### config.mk
export PLATFORM = sky130hd
export DESIGN_NAME = keypad_scanner_flat
export DESIGN_NICKNAME = d
export VERILOG_FILES = /design/src/rtl/keypad_scanner_if.sv /design/src/rtl/keypad_scanner.sv /design/src/flat_wrapper.sv
export SDC_FILE = /design/constraint.sdc
export NUM_CORES = 1
export LEC_CHECK = 0
export CORE_ASPECT_RATIO = 0.75
export CORE_MARGIN = 2
export CORE_UTILIZATION = 64
export CTS_CLUSTER_DIAMETER = 100
export DETAILED_ROUTE_END_ITERATION = 8
export GPL_TIMING_DRIVEN = 0
export MAX_ROUTING_LAYER = met4
export PLACE_DENSITY_LB_ADDON = 0.3
export REMOVE_ABC_BUFFERS = 1
export SETUP_SLACK_MARGIN = 0.3
export SYNTH_ARGS = -nofsm -noshare
export SYNTH_HDL_FRONTEND = slang
export SYNTH_SLANG_ARGS = --single-unit
export TNS_END_PERCENT = 1
### constraint.sdc
create_clock -name CLK -period 5.9 [get_ports CLK]
set_input_delay 1.475 -clock CLK [delete_from_list [all_inputs] [get_ports CLK]]
set_output_delay 1.475 -clock CLK [all_outputs]
set_load 0.01 [all_outputs]
### src/rtl/keypad_scanner_if.sv
// rtl/keypad_scanner_if.sv - keypad matrix lines and accepted-key report bundle
interface keypad_scanner_if;
    logic [3:0] rows_L;
    logic [3:0] cols_L;
    logic [3:0] key_code;
    logic       key_valid;
    logic       key_held;

    modport master (
        input  rows_L,
        output cols_L, key_code, key_valid, key_held
    );

    modport slave (
        output rows_L,
        input  cols_L, key_code, key_valid, key_held
    );
endinterface

### src/rtl/keypad_scanner.sv
// rtl/keypad_scanner.sv - 4x4 keypad column scanner with scan-level debounce and ghost rejection
module keypad_scanner #(
    parameter int SCAN_DIV       = 50000,
    parameter int DEBOUNCE_SCANS = 4
) (
    input logic               CLK,
    input logic               RST,
    keypad_scanner_if.master  kp
);
    localparam int             DW         = (SCAN_DIV > 1) ? $clog2(SCAN_DIV) : 1;
    localparam logic [DW-1:0]  DWELL_LAST = DW'(SCAN_DIV - 1);
    localparam logic [3:0]     DS         = 4'(DEBOUNCE_SCANS);

    typedef enum logic [1:0] {IDLE, DEBOUNCE, HELD} state_t;

    logic [3:0]    rows_s1, rows_s2;
    logic [DW-1:0] dwell;
    logic [1:0]    col;
    logic [1:0]    acc_cnt;
    logic [3:0]    acc_code;

    state_t     state, state_next;
    logic [3:0] cand, cand_next, cnt, cnt_next, rel, rel_next;
    logic [3:0] key_code_r;
    logic       key_valid_r, accept, key_held_c;

    logic [3:0] pressed;
    logic [2:0] col_hits, hit_sum;
    logic [1:0] col_row, keys_now;
    logic [3:0] code_now;
    logic       terminal, scan_end;

    assign pressed  = ~rows_s2;
    assign terminal = (dwell == DWELL_LAST);
    assign scan_end = terminal && (col == 2'd3);

    // Lowest pressed row wins the code; it only matters when exactly one is down.
    always_comb begin
        col_hits = 3'd0;
        col_row  = 2'd0;
        for (int r = 3; r >= 0; r--) begin
            if (pressed[r]) begin
                col_hits = col_hits + 3'd1;
                col_row  = 2'(r);
            end
        end
    end

    assign hit_sum  = {1'b0, acc_cnt} + col_hits;
    assign keys_now = (hit_sum >= 3'd2) ? 2'd2 : hit_sum[1:0];
    assign code_now = (acc_cnt == 2'd0 && col_hits == 3'd1) ? {col, col_row} : acc_code;

    always_ff @(posedge CLK) begin
        if (RST) begin
            rows_s1  <= 4'b1111;
            rows_s2  <= 4'b1111;
            dwell    <= '0;
            col      <= 2'd0;
            acc_cnt  <= 2'd0;
            acc_code <= 4'd0;
        end else begin
            rows_s1 <= kp.rows_L;
            rows_s2 <= rows_s1;
            dwell   <= terminal ? '0 : dwell + DW'(1);
            if (terminal) begin
                col <= col + 2'd1;
                if (scan_end) begin
                    acc_cnt  <= 2'd0;
                    acc_code <= 4'd0;
                end else begin
                    acc_cnt  <= keys_now;
                    acc_code <= code_now;
                end
            end
        end
    end

    always_ff @(posedge CLK) begin
        if (RST) begin
            state       <= IDLE;
            cand        <= 4'd0;
            cnt         <= 4'd0;
            rel         <= 4'd0;
            key_code_r  <= 4'd0;
            key_valid_r <= 1'b0;
        end else begin
            state       <= state_next;
            cand        <= cand_next;
            cnt         <= cnt_next;
            rel         <= rel_next;
            key_valid_r <= accept;
            if (accept) key_code_r <= cand;
        end
    end

    always_comb begin
        state_next = state;
        cand_next  = cand;
        cnt_next   = cnt;
        rel_next   = rel;
        accept     = 1'b0;
        if (scan_end) begin
            case (state)
                IDLE: begin
                    if (keys_now == 2'd1) begin
                        cand_next  = code_now;
                        cnt_next   = 4'd1;
                        state_next = DEBOUNCE;
                    end
                end
                DEBOUNCE: begin
                    if (keys_now != 2'd1) begin
                        cnt_next   = 4'd0;
                        state_next = IDLE;
                    end else if (code_now != cand) begin
                        cand_next = code_now;
                        cnt_next  = 4'd1;
                    end else if (cnt + 4'd1 == DS) begin
                        accept     = 1'b1;
                        cnt_next   = 4'd0;
                        rel_next   = 4'd0;
                        state_next = HELD;
                    end else begin
                        cnt_next = cnt + 4'd1;
                    end
                end
                HELD: begin
                    if (keys_now != 2'd0) begin
                        rel_next = 4'd0;
                    end else if (rel + 4'd1 == DS) begin
                        rel_next   = 4'd0;
                        state_next = IDLE;
                    end else begin
                        rel_next = rel + 4'd1;
                    end
                end
                default: state_next = IDLE;
            endcase
        end
    end

    always_comb begin
        key_held_c = (state == HELD);
    end

    assign kp.cols_L    = ~(4'b0001 << col);
    assign kp.key_code  = key_code_r;
    assign kp.key_valid = key_valid_r;
    assign kp.key_held  = key_held_c;
endmodule
### src/flat_wrapper.sv
// flat-port wrapper written by rule: the top's interface ports become plain ports
module keypad_scanner_flat 
#(
    parameter int SCAN_DIV       = 50000,
    parameter int DEBOUNCE_SCANS = 4
)
  (CLK, RST, kp_rows_L, kp_cols_L, kp_key_code, kp_key_valid, kp_key_held);
  keypad_scanner_if kp_i ();
  input logic CLK;
  input logic RST;
  input wire logic [$bits(kp_i.rows_L)-1:0] kp_rows_L;
  output wire logic [$bits(kp_i.cols_L)-1:0] kp_cols_L;
  output wire logic [$bits(kp_i.key_code)-1:0] kp_key_code;
  output wire logic [$bits(kp_i.key_valid)-1:0] kp_key_valid;
  output wire logic [$bits(kp_i.key_held)-1:0] kp_key_held;
  assign kp_i.rows_L = kp_rows_L;
  assign kp_cols_L = kp_i.cols_L;
  assign kp_key_code = kp_i.key_code;
  assign kp_key_valid = kp_i.key_valid;
  assign kp_key_held = kp_i.key_held;
  keypad_scanner #(.SCAN_DIV(SCAN_DIV), .DEBOUNCE_SCANS(DEBOUNCE_SCANS)) u_core (.CLK(CLK), .RST(RST), .kp(kp_i));
endmodule
# ---- Yosys cells after proc, flatten, opt, wreduce, memory -nomap -nowiden
# Cells that the tools add are included.
dict set report classes {
  add_sub_neg 8
  multipliers 0
  div_mod_pow 0
  order_cmp 1
  eq_ne 19
  n_shift 1
  mux 39
  bitwise 2
  n_reduce_logical 12
}
# cell n
set ops {}
lappend ops {{$mux 4} 14}
lappend ops {{$mux 2} 12}
lappend ops {{$pmux 4 s2} 3}
lappend ops {{$add 16x1->16 const B} 1}
lappend ops {{$eq 16x16->1 const B} 1}
lappend ops {{$ne 2x1->1 const B} 5}
lappend ops {{$reduce_and 5->1} 2}
lappend ops {{$mux 3} 3}
lappend ops {{$add 4x1->4 const B} 2}
lappend ops {{$eq 4x3->1 const B} 2}
lappend ops {{$not 4->4} 2}
lappend ops {{$add 3x1->3 const B} 2}
lappend ops {{$mux 1} 6}
lappend ops {{$ne 2x2->1 const B} 3}
lappend ops {{$pmux 2 s3} 1}
lappend ops {{$reduce_and 6->1} 1}
lappend ops {{$reduce_bool 2->1} 3}
lappend ops {{$eq 2x1->1 const B} 2}
lappend ops {{$eq 2x2->1 const B} 2}
lappend ops {{$logic_not 2->1} 2}
lappend ops {{$ne 4x4->1} 1}
lappend ops {{$shl 1x2->4 const A} 1}
lappend ops {{$add 2x3->3} 1}
lappend ops {{$eq 3x1->1 const B} 1}
lappend ops {{other kinds (8)} 9}
dict set report word_totals {
  regBits 51
  latch_bits 0
  ramBits 0
  rom_bits 0
  in_bits 6
  out_inout_bits 10
  elab_cells 94
  memories 0
}

# ---- Longest topological paths before layout
# Gate-level depths: netlist (run 1).
dict set report logic_depth {
  ltp_word 16
  mapped_depth 13
  mapped_depth_nobuf 12
}

# ---- Least setup slack after synthesis (run 1)
# Ideal clock, no wire load.
dict set report synth_timing {
  kind {flip-flop to flip-flop}
  startpoint {register u_core.rows_s2[2]}
  endpoint {register u_core.state[1]}
  setup_time_ns 0.086
  t_arrival_ns 3.292
  t_required_ns 5.814
  setup_slack_ns 2.522
  stages_incl_launch_ff 13
  n_path_buf 1
  synth_period_minus_slack_ns 3.378
  cell_sequence {dfxtp_1 -> inv_1 -> ha_1 -> xnor2_1 -> ha_1 -> mux2_2 -> fa_1 -> xor3_1 -> or3b_1 -> buf_6 -> nor4_2 -> nand3_1 -> a211oi_1}
}
dict set report synth_between {
  elab_chain_cells 12
  elab_cells_between_ends 26
  cone_classes {add/sub (3); order compare (1); eq/ne (8); mux (10); bitwise (1); reduce/logical (3)}
}
# element line_no
set synth_rtl {}
lappend synth_rtl {{start: declaration} keypad_scanner.sv:16} ;# logic [3:0] rows_s1, rows_s2;
lappend synth_rtl {{start signal: assignment} keypad_scanner.sv:63} ;# rows_s2 <= rows_s1;
lappend synth_rtl {{$not 4->4 (*)} keypad_scanner.sv:33} ;# assign pressed = ~rows_s2;
lappend synth_rtl {{$mux 3} keypad_scanner.sv:42} ;# if (pressed[r]) begin
lappend synth_rtl {{$add 3x1->3} keypad_scanner.sv:43} ;# col_hits = col_hits + 3'd1;
lappend synth_rtl {{$mux 3} keypad_scanner.sv:42}
lappend synth_rtl {{$add 3x1->3} keypad_scanner.sv:43}
lappend synth_rtl {{$mux 3} keypad_scanner.sv:42}
lappend synth_rtl {{$add 2x3->3 / $eq 3x1->1 (equally long branches)} {keypad_scanner.sv:49, keypad_scanner.sv:51}}
lappend synth_rtl {{$ge 3x2->1 / $logic_and 1x1->1 (equally long branches)} {keypad_scanner.sv:50, keypad_scanner.sv:51}}
lappend synth_rtl {{$mux 2 / $mux 4 (equally long branches)} {keypad_scanner.sv:50, keypad_scanner.sv:51}}
lappend synth_rtl {{$ne 2x1->1, or another cell as far along} keypad_scanner.sv:112} ;# if (keys_now != 2'd1) begin
lappend synth_rtl {{$ne 3x2->1 (no source line), or another cell as far along} n/a}
lappend synth_rtl {{$reduce_and 6->1 (no source line) / $pmux 2 s3 (equally long branches)} n/a}
lappend synth_rtl {{end signal: assignment} keypad_scanner.sv:87} ;# state <= state_next;
lappend synth_rtl {{end: declaration} keypad_scanner.sv:22} ;# state_t state, state_next;
# Every way passes the cells marked *; elsewhere a longest branch is shown, timed or not.
# A chain may end at the register's enable or synchronous reset.

# ---- Final worst setup path (run 1)
dict set report layout_timing {
  startpoint {register u_core.rows_s2[2]}
  endpoint {register u_core.rel[2]}
}
dict set report layout_between {
  elab_chain_cells 12
  elab_cells_between_ends 23
  cone_classes {add/sub (3); order compare (1); eq/ne (5); mux (10); bitwise (1); reduce/logical (3)}
}
# element line_no
set layout_rtl {}
lappend layout_rtl {{$not 4->4 (*)} keypad_scanner.sv:33}
lappend layout_rtl {{$mux 3} keypad_scanner.sv:42}
lappend layout_rtl {{$add 3x1->3} keypad_scanner.sv:43}
lappend layout_rtl {{$mux 3} keypad_scanner.sv:42}
lappend layout_rtl {{$add 3x1->3} keypad_scanner.sv:43}
lappend layout_rtl {{$mux 3} keypad_scanner.sv:42}
lappend layout_rtl {{$add 2x3->3 / $eq 3x1->1 (equally long branches)} {keypad_scanner.sv:49, keypad_scanner.sv:51}}
lappend layout_rtl {{$ge 3x2->1 / $logic_and 1x1->1 (equally long branches)} {keypad_scanner.sv:50, keypad_scanner.sv:51}}
lappend layout_rtl {{$mux 2 / $mux 4 (equally long branches)} {keypad_scanner.sv:50, keypad_scanner.sv:51}}
lappend layout_rtl {{$ne 2x1->1, or another cell as far along} keypad_scanner.sv:112}
lappend layout_rtl {{$ne 2x2->1 (no source line) / $mux 4 (equally long branches)} n/a}
lappend layout_rtl {{$reduce_and 5->1 (no source line) / $pmux 4 s2 (equally long branches)} n/a}
lappend layout_rtl {{end signal: assignment} keypad_scanner.sv:90} ;# rel <= rel_next;
lappend layout_rtl {{end: declaration} keypad_scanner.sv:23} ;# logic [3:0] cand, cand_next, cnt, cnt_next, rel, rel_next;
# Marks and branches as above.

==> results of run 1 <==
[cells in the mapped netlist, drive strengths merged, types with 2 or more instances]
cell type / instances / share of area
inv: 21 / 0.028
and3b: 2 / 0.0066
mux2i: 2 / 0.0071
nor2b: 7 / 0.015
buf: 3 / 0.0093
mux2: 6 / 0.024
dfxtp: 51 / 0.36
nor2: 23 / 0.033
nand2b: 4 / 0.0088
ha: 14 / 0.062
nand2: 29 / 0.038
xnor2: 17 / 0.052
nand3: 12 / 0.021
nand3b: 2 / 0.0053
or2: 8 / 0.018
or3: 6 / 0.013
nand4b: 2 / 0.0062
nor3b: 4 / 0.011
clkbuf: 8 / 0.011
and3: 5 / 0.011
xor2: 5 / 0.015
o21ai: 15 / 0.029
and2: 4 / 0.0088
a211oi: 10 / 0.026
a21oi: 23 / 0.041
and4: 3 / 0.0093
o32ai: 3 / 0.012
nor4: 2 / 0.0066
nor3: 7 / 0.016
nand4: 13 / 0.029
[sequential cells by signal (all words and copies together), names as in the netlist]
name / count
u_core.kp.key_code: 4
u_core.rows_s2: 4
u_core.kp.key_valid: 1
u_core.state: 2
u_core.rows_s1: 4
u_core.rel: 4
u_core.cand: 4
u_core.dwell: 16
u_core.acc_cnt: 2
u_core.col: 2
u_core.cnt: 4
u_core.acc_code: 4
[metal layers]
| metal | vias up | track usage | routed length (µm) |
|---|---|---|---|
| met5 | - | - | 0 |
| met1 | 1107 | 0.3367 | 2758 |
| met3 | 11 | 0.05425 | 316 |
| li1 | 1182 | - | - |
| met2 | 62 | 0.3648 | 2572 |
| met4 | 0 | 0.09443 | 77 |
[through the flow]
stage	std cells	hold WS, ns	total power [mW]	area [µm²]
3_5_place_dp	388	0.4041	0.4072	3000
3_3_place_gp	388	0.3909	0.4054	3000
6_report	396	0.4184	0.5953	3082
2_1_floorplan	318	0.3895	0.3912	2781
5_1_grt	396	0.4371	0.6161	3082
4_1_cts	396	0.4248	0.5980	3082
[report_power, final]
part           internal, mW  switching, mW
Sequential            0.348        0.00419
Clock                0.0835          0.112
Combinational        0.0189         0.0287
Total                 0.451          0.145
[critical path, cell delays in order (launching register included)]
cell and delay [ns]:
sky130_fd_sc_hd__dfxtp_1 0.37, sky130_fd_sc_hd__inv_1 0.06, sky130_fd_sc_hd__ha_1 0.36, sky130_fd_sc_hd__xnor2_1 0.26, sky130_fd_sc_hd__ha_1 0.31, sky130_fd_sc_hd__mux2_2 0.29
sky130_fd_sc_hd__fa_1 0.41, sky130_fd_sc_hd__xor3_1 0.46, sky130_fd_sc_hd__nor3b_1 0.48, sky130_fd_sc_hd__nand4_1 0.35, sky130_fd_sc_hd__o21ai_2 0.32, sky130_fd_sc_hd__o32ai_1 0.11
[final timing paths]
check,from,endpoint,slack (ns),cells past startpoint
worst min-delay path,u_core.rows_s1[2],u_core.rows_s2[2],0.42,1
worst max register to register,u_core.rows_s2[2],u_core.rel[2],1.97,11
worst min register to register,u_core.rows_s1[2],u_core.rows_s2[2],0.42,1
worst max-delay path,u_core.rows_s2[2],u_core.rel[2],1.97,11
[logic make-up after synthesis]
| group | synth area share |
|---|---|
| multiplexers | 0.03086 |
| AND/OR/NAND/NOR | 0.2751 |
| AO/OA/AOI/OAI | 0.1415 |
| buffers and inverters | 0.04762 |
| flip-flops | 0.3598 |
| adder cells (fa/ha/maj) | 0.06878 |
| XOR/XNOR | 0.07628 |
[layout make-up]
| type | instances | area, µm² |
|---|---|---|
| Clock buffer | 7 | 76.32 |
| Timing Repair Buffer | 15 | 150.1 |
| Tap cell | 55 | 68.82 |
| Multi-Input combinational cell | 246 | 1682 |
| Sequential cell | 51 | 1021 |
| Fill cell | 314 | 1072 |
| Clock inverter | 1 | 5.005 |
| Inverter | 21 | 78.83 |
==> flow_summary_export.csv, run 1 <==
group,metric,value,unit
floorplanning,placeableCoreArea,4154,µm²
detailed_routing,drc,0,
place,numPortBuffers,15,
sta,timing.max_slew.rel_slack,0.1502,
yosys,synth.ff_latch_count,51,
clocking,post_cts_buffers,0,
critical_path,worst-endpoint-arrival,4.08,ns
sta,least_margin_pin_slew,1.271,ns
yosys,synth_cell_types,55,
floorplanning,fp.dieW,80.89,µm
floorplanning,initial_utilization,0.6831,
detailed_routing,firstDrtPassIters,5,
detailed_routing,post_drt_wl_per_cell,14.46,µm
yosys,synth_flop_cell,"sky130_fd_sc_hd__dfxtp_1",
critical_path,crit_path_capture_type,"register",
sta,finalHoldViolations,0,
detailed_routing,drt-vias-per-instance,5.965,
detailed_routing,drt_iter0_drc,153,
clocking,clock_latency,0.30,ns
floorplanning,rows,20,
clocking,cts_tree,"built",
min_path,min_path_type,"register to register",
clocking,cts_hold_buf,0,
yosys,ys_warn_count,0,
floorplanning,chipHeight,61.67,µm
power_and_ir_drop,static-leakage-power,1.083,nW
critical_path,worst-endpoint-required,6.05,ns
clocking,cts_inserted_buffers,5,
final_layout,num-nets-final,361,
place,dp_worst_setup_slack,2.001,ns
yosys,synth.cell_area,2838,µm²
global_routing,number_of_global_route_vias_before_repair,2015,
yosys,synth_enable_flop_cells,0,
sta,period_share,0.6662,
global_routing,number_of_antenna_violations_at_the_first_check_in_global_routing,0,
detailed_routing,vias,2362,
yosys,synth_seq_area_share,0.3598,
sta,grt_setup_unrepaired,"no",
clocking,clock_tree_root_buffer_cell,"sky130_fd_sc_hd__clkbuf_8",
clocking,path_clk_slew,0.09,ns
critical_path,worstSetupStartpointType,"register",
yosys,postSynthCellCount,329,
sta,setup_viol,0,
global_routing,grt_usage,0.2481,
clocking,cts.htree.levels,2,
global_routing,grt_remaining_overflow,0,
power_and_ir_drop,maximum_vdd_drop,160.6,µV
detailed_routing,drt-total-wl,5725,µm
yosys,async_flop_share,0,
place,dpl.hpwl,4184,µm
clocking,postCtsResizedCells,0,
global_routing,pin_count_of_the_biggest_net_entering_global_routing,39,
sta,period_minus_slack,3.931,ns
final_layout,drive_above_1_share,0.08211,
final_layout,insertedDiodeCount,0,
global_routing,grt_first_pass_wirelength,9177,µm
final_layout,commonest_non_fill_non_tap_cell_in_the_layout,"sky130_fd_sc_hd__dfxtp_1",
clocking,clock-sinks,51,
sta,skew,0.004583,ns
power_and_ir_drop,pwr_density_cell,193.2,nW/µm²
yosys,synthesis.area_per_instance,8.625,µm²
sta,max_slew_violation_total_from_the_final_report,0,
place,gp_congestion,0.8822,
critical_path,criticalPathCategory,"register to register",
critical_path,path_max_fanout,6,
status,run_status,"completed",
sta,achievable-frequency,254.4,MHz
sta,layout_setup_ws,1.969,ns
final_layout,layout.cells.most_common_list,"sky130_fd_sc_hd__dfxtp_1 (51), sky130_fd_sc_hd__nand2_1 (29), sky130_fd_sc_hd__a21oi_1 (23)",
final_layout,final_core_util,0.7419,
detailed_routing,ant_nets,0,
final_layout,syn2layout_area_growth,8.598,%
sta,totalNegativeSetupSlack,0,ns
floorplanning,boundaryPins,16,
floorplanning,die-area,4988,µm²
job,maxCapViolations,0,
clocking,ctsLongestPathBuffers,2,
No activity file was read; power rests on OpenSTA's default activity.
==> inputs of run 2 (changes only) <==
CORE_UTILIZATION = 54   (was 64)
clock period = 3.2 ns   (was 5.9 ns; I/O delays follow)
==> run 2 against run 1 <==
Against the previous run: sequential share of layout area decreased by 2.3 points; routed wire length grew 8.7%; sequential power is 85% higher; critical path type unchanged.
==> flow_summary_export.csv, run 2 (synthesis gave the netlist of run 1 again) <==
group,metric,value,unit
critical_path,crit_path_capture_type,"register",
clocking,cts_hold_buf,0,
clocking,cts.htree.levels,2,
floorplanning,boundaryPins,16,
place,dp_worst_setup_slack,-0.7281,ns
critical_path,reg2reg_slack,0.14,ns
power_and_ir_drop,static-leakage-power,1.153,nW
critical_path,crit_path_top_delay_cell,"sky130_fd_sc_hd__or3b_4",
global_routing,number_of_antenna_violations_at_the_first_check_in_global_routing,0,
critical_path,capture_point_of_the_worst_reg_to_reg_path,"u_core.cnt[2]",
min_path,min_from,"u_core.rows_s1[1]",
detailed_routing,drt-total-wl,6223,µm
detailed_routing,vias,2418,
final_layout,final-seq-area,1025,µm²
clocking,clock_tree_root_buffer_cell,"sky130_fd_sc_hd__clkbuf_8",
critical_path,r2r-start,"u_core.rows_s2[2]",
job,maxCapViolations,0,
critical_path,timing.critical_path.mode_cell,"sky130_fd_sc_hd__ha_4",
final_layout,num-nets-final,371,
critical_path,worstSetupStartpointType,"register",
clocking,path_clk_slew,0.10,ns
final_layout,postLayoutCellArea,3327,µm²
floorplanning,die-area,5857,µm²
critical_path,worst-endpoint-required,3.42,ns
final_layout,multi_input_gate_area_in_the_final_layout,1828,µm²
final_layout,largest_register,"u_core.dwell",
min_path,min_path_type,"register to register",
sta,least_margin_pin_slew,0.7293,ns
critical_path,crit_path_cell_trace,"inv_2 -> ha_4 -> xnor2_4 -> ha_4 -> mux2_4 -> fa_2 -> xor3_2 -> or3b_4 -> nor2_4 -> buf_4 -> nand4_1 -> a21oi_1",
global_routing,grt_first_pass_wirelength,10240,µm
detailed_routing,drt-vias-per-instance,5.716,
final_layout,layout.cells.most_common_list,"sky130_fd_sc_hd__dfxtp_1 (48), sky130_fd_sc_hd__nand2_1 (29), sky130_fd_sc_hd__a21oi_1 (23)",
critical_path,worst-endpoint-arrival,3.28,ns
global_routing,grt_usage,0.2266,
min_path,hold_depth,1,
clocking,ctsLongestPathBuffers,2,
final_layout,largest_reg_flops,16,
final_layout,syn2layout_area_growth,17.24,%
sta,finalHoldWorstSlack,0.4021,ns
place,gp_congestion,0.8199,
global_routing,grt_remaining_overflow,0,
global_routing,pin_count_of_the_biggest_net_entering_global_routing,39,
floorplanning,placeableCoreArea,4982,µm²
place,dpl_cell_area,3022,µm²
detailed_routing,drt_iter0_drc,169,
clocking,clock_latency,0.30,ns
sta,skew,0.01124,ns
floorplanning,initial_utilization,0.5696,
sta,layout_setup_ws,0.1391,ns
floorplanning,fp.dieW,87.71,µm
power_and_ir_drop,pwr_density_cell,340.8,nW/µm²
power_and_ir_drop,maximum_vdd_drop,193.7,µV
status,run_status,"completed",
sta,max_slew_violation_total_from_the_final_report,0,
floorplanning,rows,22,
sta,finalHoldViolations,0,
critical_path,worst-r2r-cell-count,12,
critical_path,path_max_fanout,5,
detailed_routing,drc,0,
sta,grt_setup_unrepaired,"yes",
floorplanning,chipHeight,66.78,µm
sta,timing.max_slew.rel_slack,0.5138,
clocking,clock-sinks,51,
clocking,cts_inserted_buffers,5,
final_layout,commonest_non_fill_non_tap_cell_in_the_layout,"sky130_fd_sc_hd__dfxtp_1",
power_and_ir_drop,power,1.134,mW
global_routing,number_of_global_route_vias_before_repair,2160,
place,numPortBuffers,15,
detailed_routing,ant_nets,0,
sta,period_minus_slack,3.061,ns
sta,totalNegativeSetupSlack,0,ns
final_layout,drive_above_1_share,0.1766,
final_layout,nFillCells,390,
sta,setup_viol,0,
final_layout,insertedDiodeCount,0,
clocking,cts_tree,"built",
place,dpl.hpwl,4258,µm
min_path,timing.hold.worst_endpoint,"u_core.rows_s2[1]",
sta,achievable-frequency,326.7,MHz
detailed_routing,post_drt_wl_per_cell,14.71,µm
sta,period_share,0.9565,
critical_path,criticalPathCategory,"register to register",
detailed_routing,firstDrtPassIters,4,
critical_path,critPathMaxStageDelay,0.48,ns
-- run 2: area by class of cell --
| type | instances | share of cell area |
|---|---|---|
| clock buffers | 7 | 0.02294 |
| multi-input cells | 246 | 0.5495 |
| repair buffers | 25 | 0.06732 |
| clock inverters | 1 | 0.001504 |
| inverters | 21 | 0.02369 |
| well taps | 72 | 0.02708 |
| flip-flops and latches | 51 | 0.3080 |
-- run 2: per-layer routing --
layer  track usage  part of all wire  vias to the layer above
li1              -                 -                     1204
met1        0.3303              0.49                     1156
met2        0.3324              0.46                       51
met3       0.03717             0.037                        7
met4       0.04423            0.0077                        0
met5             -                 0                        -
-- run 2: through the flow --
stage / instances / utilization
6_report: 423 / 0.6678
5_1_grt: 423 / 0.6678
4_1_cts: 422 / 0.6570
3_5_place_dp: 405 / 0.6065
3_3_place_gp: 405 / 0.6065
2_1_floorplan: 318 / -
-- run 2: worst max-delay path, delay by kind of cell, from the launching register on --
family / cells / cell delay, ns
fa+ha+maj: 3 / 0.87
simple gates: 3 / 0.69
xor+xnor: 2 / 0.39
flops: 1 / 0.38
mux: 1 / 0.27
buf+inv: 2 / 0.20
compound gates: 1 / 0.17
-- run 2: power by group --
| group | internal (mW) | switching (mW) | leakage, nW | total [mW] |
|---|---|---|---|---|
| sequential | 0.642 | 0.00946 | 0.412 | 0.652 |
| combinational | 0.0595 | 0.0646 | 0.699 | 0.124 |
| clock | 0.154 | 0.204 | 0.0422 | 0.358 |
| total | 0.856 | 0.278 | 1.15 | 1.13 |
-- run 2: timing repair --
action / 4_1_cts / 5_1_grt
resized for setup: 23 / 9
endpoints found under the setup margin: 25 / 24
cloned: 0 / 0
pin swaps: 12 / 6
hold endpoints to repair: 0 / 0
buffers inserted: 9 / 1
-- run 2: worst max-delay path by stage --
stage | from | slack (ns) | endpoint
2_1_floorplan | u_core.rows_s2[2] | -0.23 | u_core.state[1]
3_3_place_gp | u_core.rows_s2[2] | -0.59 | u_core.rel[3]
3_5_place_dp | u_core.rows_s2[2] | -0.73 | u_core.rel[1]
4_1_cts | u_core.rows_s2[3] | 0.16 | u_core.kp.key_valid
5_1_grt | u_core.rows_s2[2] | 0.05 | u_core.cand[1]
6_report | u_core.rows_s2[2] | 0.14 | u_core.cnt[2]
==> inputs of run 3 (changes only) <==
SETUP_SLACK_MARGIN = 0.2   (was 0.3)
==> results of run 3 <==
Final layout, timing and power as in run 2 (identical DEF).
